**src/rtl/mux16_rr_arbiter_pkg.sv**
```systemverilog
// mux16_pkg: shared constants, vector types and FSM encoding for the mux16 round-robin arbiter
//   no ports; imported by the interface, the pick sub-module and the top
package mux16_pkg;
   localparam int N_REQ = 16;
   localparam int SEL_W = 4;
   typedef logic [N_REQ-1:0] req_vec_t;
   typedef logic [SEL_W-1:0] sel_t;
   typedef enum logic {ST_IDLE, ST_BUSY} state_t;
   function automatic req_vec_t onehot(sel_t i);
      return req_vec_t'(1) << i;
   endfunction
endpackage

```
**src/rtl/mux16_rr_arbiter_if.sv**
```systemverilog
// mux16_rr_arbiter_if: requester/arbiter bundle for the shared 16:1 mux
//   req   requester -> arbiter, one bit per requester
//   gnt   arbiter -> requester, one-hot grant
//   sel   arbiter -> mux, index of current/last owner
//   busy  arbiter -> requester, a grant is active
//   ptr_o arbiter -> observer, round-robin search start
interface mux16_rr_arbiter_if;
   import mux16_pkg::*;
   req_vec_t req;
   req_vec_t gnt;
   sel_t     sel;
   logic     busy;
   sel_t     ptr_o;
   modport master (output req, input gnt, sel, busy, ptr_o);
   modport slave  (input req, output gnt, sel, busy, ptr_o);
endinterface

```
**src/rtl/mux16_rr_arbiter_rr_pick16.sv**
```systemverilog
// rr_pick16: combinational round-robin pick of the first set request at or after start
//   req   request vector
//   start search start index, search wraps 15 -> 0
//   found any request set
//   win   winning index
module rr_pick16
   import mux16_pkg::*;
(
   input  req_vec_t req,
   input  sel_t     start,
   output logic     found,
   output sel_t     win
);
   req_vec_t rot;
   sel_t     off;
   always_comb begin
      // rotate so start lands on bit 0, take the lowest set bit, then rotate back
      rot = req_vec_t'({req, req} >> start);
      off = '0;
      for (int i = N_REQ - 1; i >= 0; i--) off = rot[i] ? sel_t'(i) : off;
      found = |req;
      win = off + start;
   end
endmodule

```
**src/rtl/mux16_rr_arbiter.sv**
```systemverilog
// mux16_rr_arbiter: round-robin arbiter driving the select of a shared 16:1 bit mux
//   clk   rising-edge clock
//   rst   asynchronous active-high reset
//   bus   slave side of mux16_rr_arbiter_if (req in; gnt, sel, busy, ptr_o out, all registered)
//   MAX_HOLD  cycles an owner may keep the grant while others wait, 0 = no timeout
module mux16_rr_arbiter
   import mux16_pkg::*;
#(
   parameter int unsigned MAX_HOLD = 16
)(
   input logic               clk,
   input logic               rst,
   mux16_rr_arbiter_if.slave bus
);
   localparam logic [7:0] HOLD_LAST = (MAX_HOLD == 0) ? 8'd0 : 8'(MAX_HOLD - 1);
   state_t     state;
   req_vec_t   gnt;
   sel_t       sel;
   sel_t       ptr;
   logic       busy;
   logic [7:0] hold_cnt;
   logic       others;
   logic       at_limit;
   logic       release_now;
   logic       found;
   sel_t       win;
   sel_t       start;
   always_comb begin
      others = |(bus.req & ~onehot(sel));
      at_limit = (MAX_HOLD != 0) && (hold_cnt == HOLD_LAST);
      release_now = !bus.req[sel] || (at_limit && others);
      // on release the search begins just past the owner, so a timed-out owner comes last;
      // a dropped owner has req[sel]==0 already, which is the masking it needs
      start = (state == ST_BUSY) ? sel + 1'b1 : ptr;
   end
   rr_pick16 u_pick (
      .req   (bus.req),
      .start (start),
      .found (found),
      .win   (win)
   );
   always_ff @(posedge clk or posedge rst) begin
      if (rst) begin
         state <= ST_IDLE;
         gnt <= '0;
         sel <= '0;
         ptr <= '0;
         busy <= 1'b0;
         hold_cnt <= '0;
      end else if (state == ST_IDLE) begin
         if (found) begin
            state <= ST_BUSY;
            gnt <= onehot(win);
            sel <= win;
            busy <= 1'b1;
            hold_cnt <= '0;
         end
      end else if (!release_now) begin
         // a sole requester at the limit parks there so it can be released once someone else asks
         hold_cnt <= (hold_cnt == 8'hFF || at_limit) ? hold_cnt : hold_cnt + 8'd1;
      end else begin
         ptr <= sel + 1'b1;
         if (found) begin
            gnt <= onehot(win);
            sel <= win;
            hold_cnt <= '0;
         end else begin
            // sel keeps the last owner so the mux output stays put while idle
            state <= ST_IDLE;
            gnt <= '0;
            busy <= 1'b0;
         end
      end
   end
   assign bus.gnt = gnt;
   assign bus.sel = sel;
   assign bus.busy = busy;
   assign bus.ptr_o = ptr;
endmodule

```
**src/flat_wrapper.sv**
```systemverilog
// flat-port wrapper written by rule: the top's interface ports become plain ports
module mux16_rr_arbiter_flat import mux16_pkg::*;
#(
   parameter int unsigned MAX_HOLD = 16
)
  (clk, rst, bus_req, bus_gnt, bus_sel, bus_busy, bus_ptr_o);
  mux16_rr_arbiter_if bus_i ();
  input logic clk;
  input logic rst;
  input wire logic [$bits(bus_i.req)-1:0] bus_req;
  output wire logic [$bits(bus_i.gnt)-1:0] bus_gnt;
  output wire logic [$bits(bus_i.sel)-1:0] bus_sel;
  output wire logic [$bits(bus_i.busy)-1:0] bus_busy;
  output wire logic [$bits(bus_i.ptr_o)-1:0] bus_ptr_o;
  assign bus_i.req = bus_req;
  assign bus_gnt = bus_i.gnt;
  assign bus_sel = bus_i.sel;
  assign bus_busy = bus_i.busy;
  assign bus_ptr_o = bus_i.ptr_o;
  mux16_rr_arbiter #(.MAX_HOLD(MAX_HOLD)) u_core (.clk(clk), .rst(rst), .bus(bus_i));
endmodule
```
**config.mk**
```make
export PLATFORM = sky130hd
export DESIGN_NAME = mux16_rr_arbiter_flat
export DESIGN_NICKNAME = d
export VERILOG_FILES = /design/src/rtl/mux16_rr_arbiter_pkg.sv /design/src/rtl/mux16_rr_arbiter_if.sv /design/src/rtl/mux16_rr_arbiter_rr_pick16.sv /design/src/rtl/mux16_rr_arbiter.sv /design/src/flat_wrapper.sv
export SDC_FILE = /design/constraint.sdc
export NUM_CORES = 1
export LEC_CHECK = 0
export ABC_AREA = 1
export CAP_MARGIN = 10
export CELL_PAD_IN_SITES_DETAIL_PLACEMENT = 0
export CELL_PAD_IN_SITES_GLOBAL_PLACEMENT = 2
export CORE_MARGIN = 5
export CORE_UTILIZATION = 31
export DETAILED_ROUTE_END_ITERATION = 10
export PLACE_DENSITY = 0.85
export SYNTH_ARGS = -nofsm -noshare
export SYNTH_HDL_FRONTEND = slang
export SYNTH_SLANG_ARGS = --single-unit
```
**constraint.sdc**
```tcl
create_clock -name clk -period 3.8 [get_ports clk]
set_input_delay 0.57 -clock clk [delete_from_list [all_inputs] [get_ports clk]]
set_output_delay 0.57 -clock clk [all_outputs]
set_load 0.02 [all_outputs]
```
==> results.py <==
metrics = {
    "worst_setup_path": {
        "crit_start": "u_core.bus.sel[1]",
        "worst_setup_path_end_kind": "register",
        "cp-start-kind": "register",
        "timing.rr.start": "u_core.bus.sel[1]",
        "crit_buf_inv": 4,
        "worstPathCellList": "inv_1, ha_4, nand2_2, nand2_4, buf_12, nand3_1, nand2_1, o21ai_0, inv_1, nand2_1, o21ai_2, nand2_1, a31oi_1, nor2_1, o211ai_1, a21boi_1, ha_1, xor2_2, buf_4, nor2_1, nand3_1, o21bai_1",
        "reg2reg_depth": 22,
        "critPathKind": "register to register",
        "path_delay_family": "simple AND/OR/NAND/NOR gates",
        "crit_slowest_cell": "dfrtp_1",
        "worstPathArrival_ps": 3730,
        "cp_max_fo": 19,
        "path_depth": 22,
        "worst_path_most_repeated_cell": "nand2_1",
        "cpPeakStageDelay_ps": 430,
        "r2r_end": "u_core.bus.gnt[5]",
        "endpoint": "u_core.bus.gnt[5]",
        "worst_ep_required_time_ps": 4010,
        "rrSetupSlack_ps": 290,
    },
    "floorplan": {
        "die_y_um": 115.1,
        "ios": 43,
        "start_util": 0.3157,
        "die_w_um": 115.1,
        "core_um2": 10840,
        "die_area_um2": 13240,
        "core.rowCount": 38,
    },
    "logic_synthesis": {
        "synth_top_family_by_area": "simple AND/OR/NAND/NOR gates",
        "synth_flop_cell": "dfrtp_1",
        "ys_seq_elements": 34,
        "syn_area_um2": 3422,
        "yosysWarnings": 0,
        "ys_async_sr_fraction": 1.000,
        "synth.avg_cell_area_um2": 6.361,
        "synthCells": 538,
        "synth_edf_count": 0,
        "synth_compound_area_frac": 0.1689,
        "ys_types": 41,
        "muxShareOfSynthArea": 0,
        "yosys.area_share.simple": 0.4033,
        "syn_nets": 567,
        "synth_fa_ha_area_frac": 0.04022,
        "ys_seq_area_frac": 0.2486,
        "synthXorXnorAreaFrac": 0.01792,
    },
    "min_path": {
        "holdCritStartpoint": "u_core.hold_cnt[0]",
        "hold-path-cell-count": 1,
        "hp-class": "register to register",
    },
    "routing": {
        "post-route-drc-count": 0,
        "vias": 3703,
        "viasPerCell": 4.970,
        "ant_nets": 0,
        "initialDrtViolationCount": 188,
        "dr.pass1.iters": 5,
        "wl_per_cell_um": 14.77,
        "routed_wl_um": 11010,
    },
    "global_route": {
        "grt_pass1_wl_um": 17810,
        "grt_start_max_net_pins": 35,
        "grt_pass1_vias": 3585,
        "grtUsageTotal": 0.1649,
        "overflow": 0,
        "antenna_found_initial": 0,
    },
    "cells_and_area": {
        "nFillCells": 1157,
        "seq_area_um2": 853.3,
        "drive_gt1_frac": 0.1587,
        "postLayoutCoreUtil": 0.4043,
        "final_common_cell": "nand2_1",
        "layout_common_cells": "nand2_1, inv_1, nand3_1",
        "area_delta_synth_final_pct": 28.08,
        "antenna_cells": 0,
        "nNetsFinal": 633,
        "design_area_um2": 4383,
        "multi_input_area_um2": 2290,
    },
    "timing": {
        "clock_skew_ps": 10.49,
        "tightest_slew_ps": 447.8,
        "fin_crit_ps": 3513,
        "relSlewSlack": 0.7014,
        "maxSlewViolCount": 0,
        "max_freq_mhz": 284.6,
        "layout_setup_ws_ps": 286.7,
        "finalCritPeriodShare": 0.9245,
        "finalHoldViolations": 0,
        "finalSetupViolCount": 0,
    },
    "place": {
        "dp_hpwl_um": 8546,
        "port-buffer-count": 42,
        "place_congestion": 0.8452,
        "dpl_worst_slack_ps": 98.05,
        "place_area_um2": 4069,
    },
    "job": {
        "cap_viol_max_count": 0,
    },
    "clocking": {
        "tritoncts": "done",
        "cts_hold_buf": 0,
        "cts_buffers": 5,
        "cts_sinks": 34,
        "htreeDepth": 2,
        "root_buffer": "clkbuf_8",
        "clock_latency_ps": 290,
        "cts_max_path_buffers": 2,
        "clk_pin_slew_ps": 70,
    },
    "status": {
        "status": "finished clean",
    },
}
-- worst reg2reg max path, stage by stage, from the launching register on --
cell and delay (ps):
dfrtp_1 430, inv_1 120, ha_4 290, nand2_2 50, nand2_4 100, buf_12 160
nand3_1 130, nand2_1 80, o21ai_0 100, inv_1 100, nand2_1 70, o21ai_2 80
nand2_1 90, a31oi_1 150, nor2_1 70, o211ai_1 160, a21boi_1 100, ha_1 360
xor2_2 200, buf_4 140, nor2_1 140, nand3_1 150, o21bai_1 160
-- sequential cells by signal, summed over array words and instances (netlist names) --
name,count
u_core.bus.sel,4
u_core.bus.gnt,16
u_core.state,1
u_core.bus.busy,1
u_core.hold_cnt,8
u_core.bus.ptr_o,4
-- cell usage after synthesis, types with 2 or more instances --
| cell | n | share of area |
|---|---|---|
| o21ai_0 | 41 | 0.060 |
| nand4_1 | 10 | 0.018 |
| a21oi_1 | 15 | 0.022 |
| nand3_2 | 8 | 0.023 |
| o21bai_1 | 16 | 0.035 |
| inv_1 | 73 | 0.080 |
| o21ai_2 | 3 | 0.0077 |
| nand2_4 | 6 | 0.020 |
| dfrtp_1 | 34 | 0.25 |
| buf_6 | 2 | 0.0066 |
| ha_1 | 11 | 0.040 |
| buf_2 | 5 | 0.0073 |
| o311ai_0 | 2 | 0.0051 |
| xor2_1 | 6 | 0.015 |
| nor3_1 | 2 | 0.0029 |
| nand3_1 | 65 | 0.095 |
| and2_1 | 2 | 0.0037 |
| clkbuf_1 | 3 | 0.0033 |
| buf_8 | 3 | 0.013 |
| a31oi_1 | 6 | 0.011 |
| nand2_1 | 149 | 0.16 |
| buf_4 | 3 | 0.0066 |
| nor2_1 | 40 | 0.044 |
| o21ai_1 | 5 | 0.0073 |
| nand2_2 | 8 | 0.015 |
| nor2_2 | 4 | 0.0073 |
| inv_2 | 2 | 0.0022 |
-- worst min-delay path by stage --
stage / endpoint / slack [ps]
after CTS: u_core.hold_cnt[0] / 530
after floorplan: u_core.hold_cnt[0] / 480
after detailed placement: u_core.bus.busy / 510
after global placement: u_core.hold_cnt[0] / 500
after global routing: u_core.bus.busy / 570
final: u_core.hold_cnt[0] / 530
-- final cells by class --
| cell class | instances | share of cell area |
|---|---|---|
| Clock inverter | 3 | 0.009135 |
| Clock buffer | 5 | 0.01570 |
| Inverter | 76 | 0.06623 |
| Multi-Input combinational cell | 414 | 0.5224 |
| Timing Repair Buffer | 73 | 0.1519 |
| Sequential cell | 34 | 0.1947 |
| Tap cell | 140 | 0.03997 |
-- cells by family after synthesis --
logic type                 after synthesis
AOI/OAI and AO/OA                       96
buffers and inverters                   92
DFF                                     34
and+or+nand+nor                        298
adders and majority gates               11
xor gates and xnor gates                 7
-- layer usage --
metal	part of all wire	wire length, um	vias to the layer above	global-route usage
li1	-	-	1887	-
met1	0.48	5317	1721	0.2243
met2	0.47	5150	80	0.2770
met3	0.031	343	15	0.01842
met4	0.018	195	0	0.04617
met5	0	0	-	0
-- through the flow --
stage / setup TNS, ps / cells / hold slack, ps
detailed placement: 0 / 726 / 506.9
global route: -464.7 / 745 / 573.9
finish: 0 / 745 / 529.4
floorplan: 0 / 538 / 484.8
CTS: 0 / 734 / 532.3
global placement: 0 / 726 / 504.7
-- repair_timing --
| action | 4_1_cts | 5_1_grt |
|---|---|---|
| setup endpoints to repair | 0 | 19 |
| resized for setup | 0 | 30 |
| setup buffers | 0 | 9 |
Power is left out: the tool's default activity adds up to more than one toggle a clock period on the data nets, which glitch-free logic cannot reach.
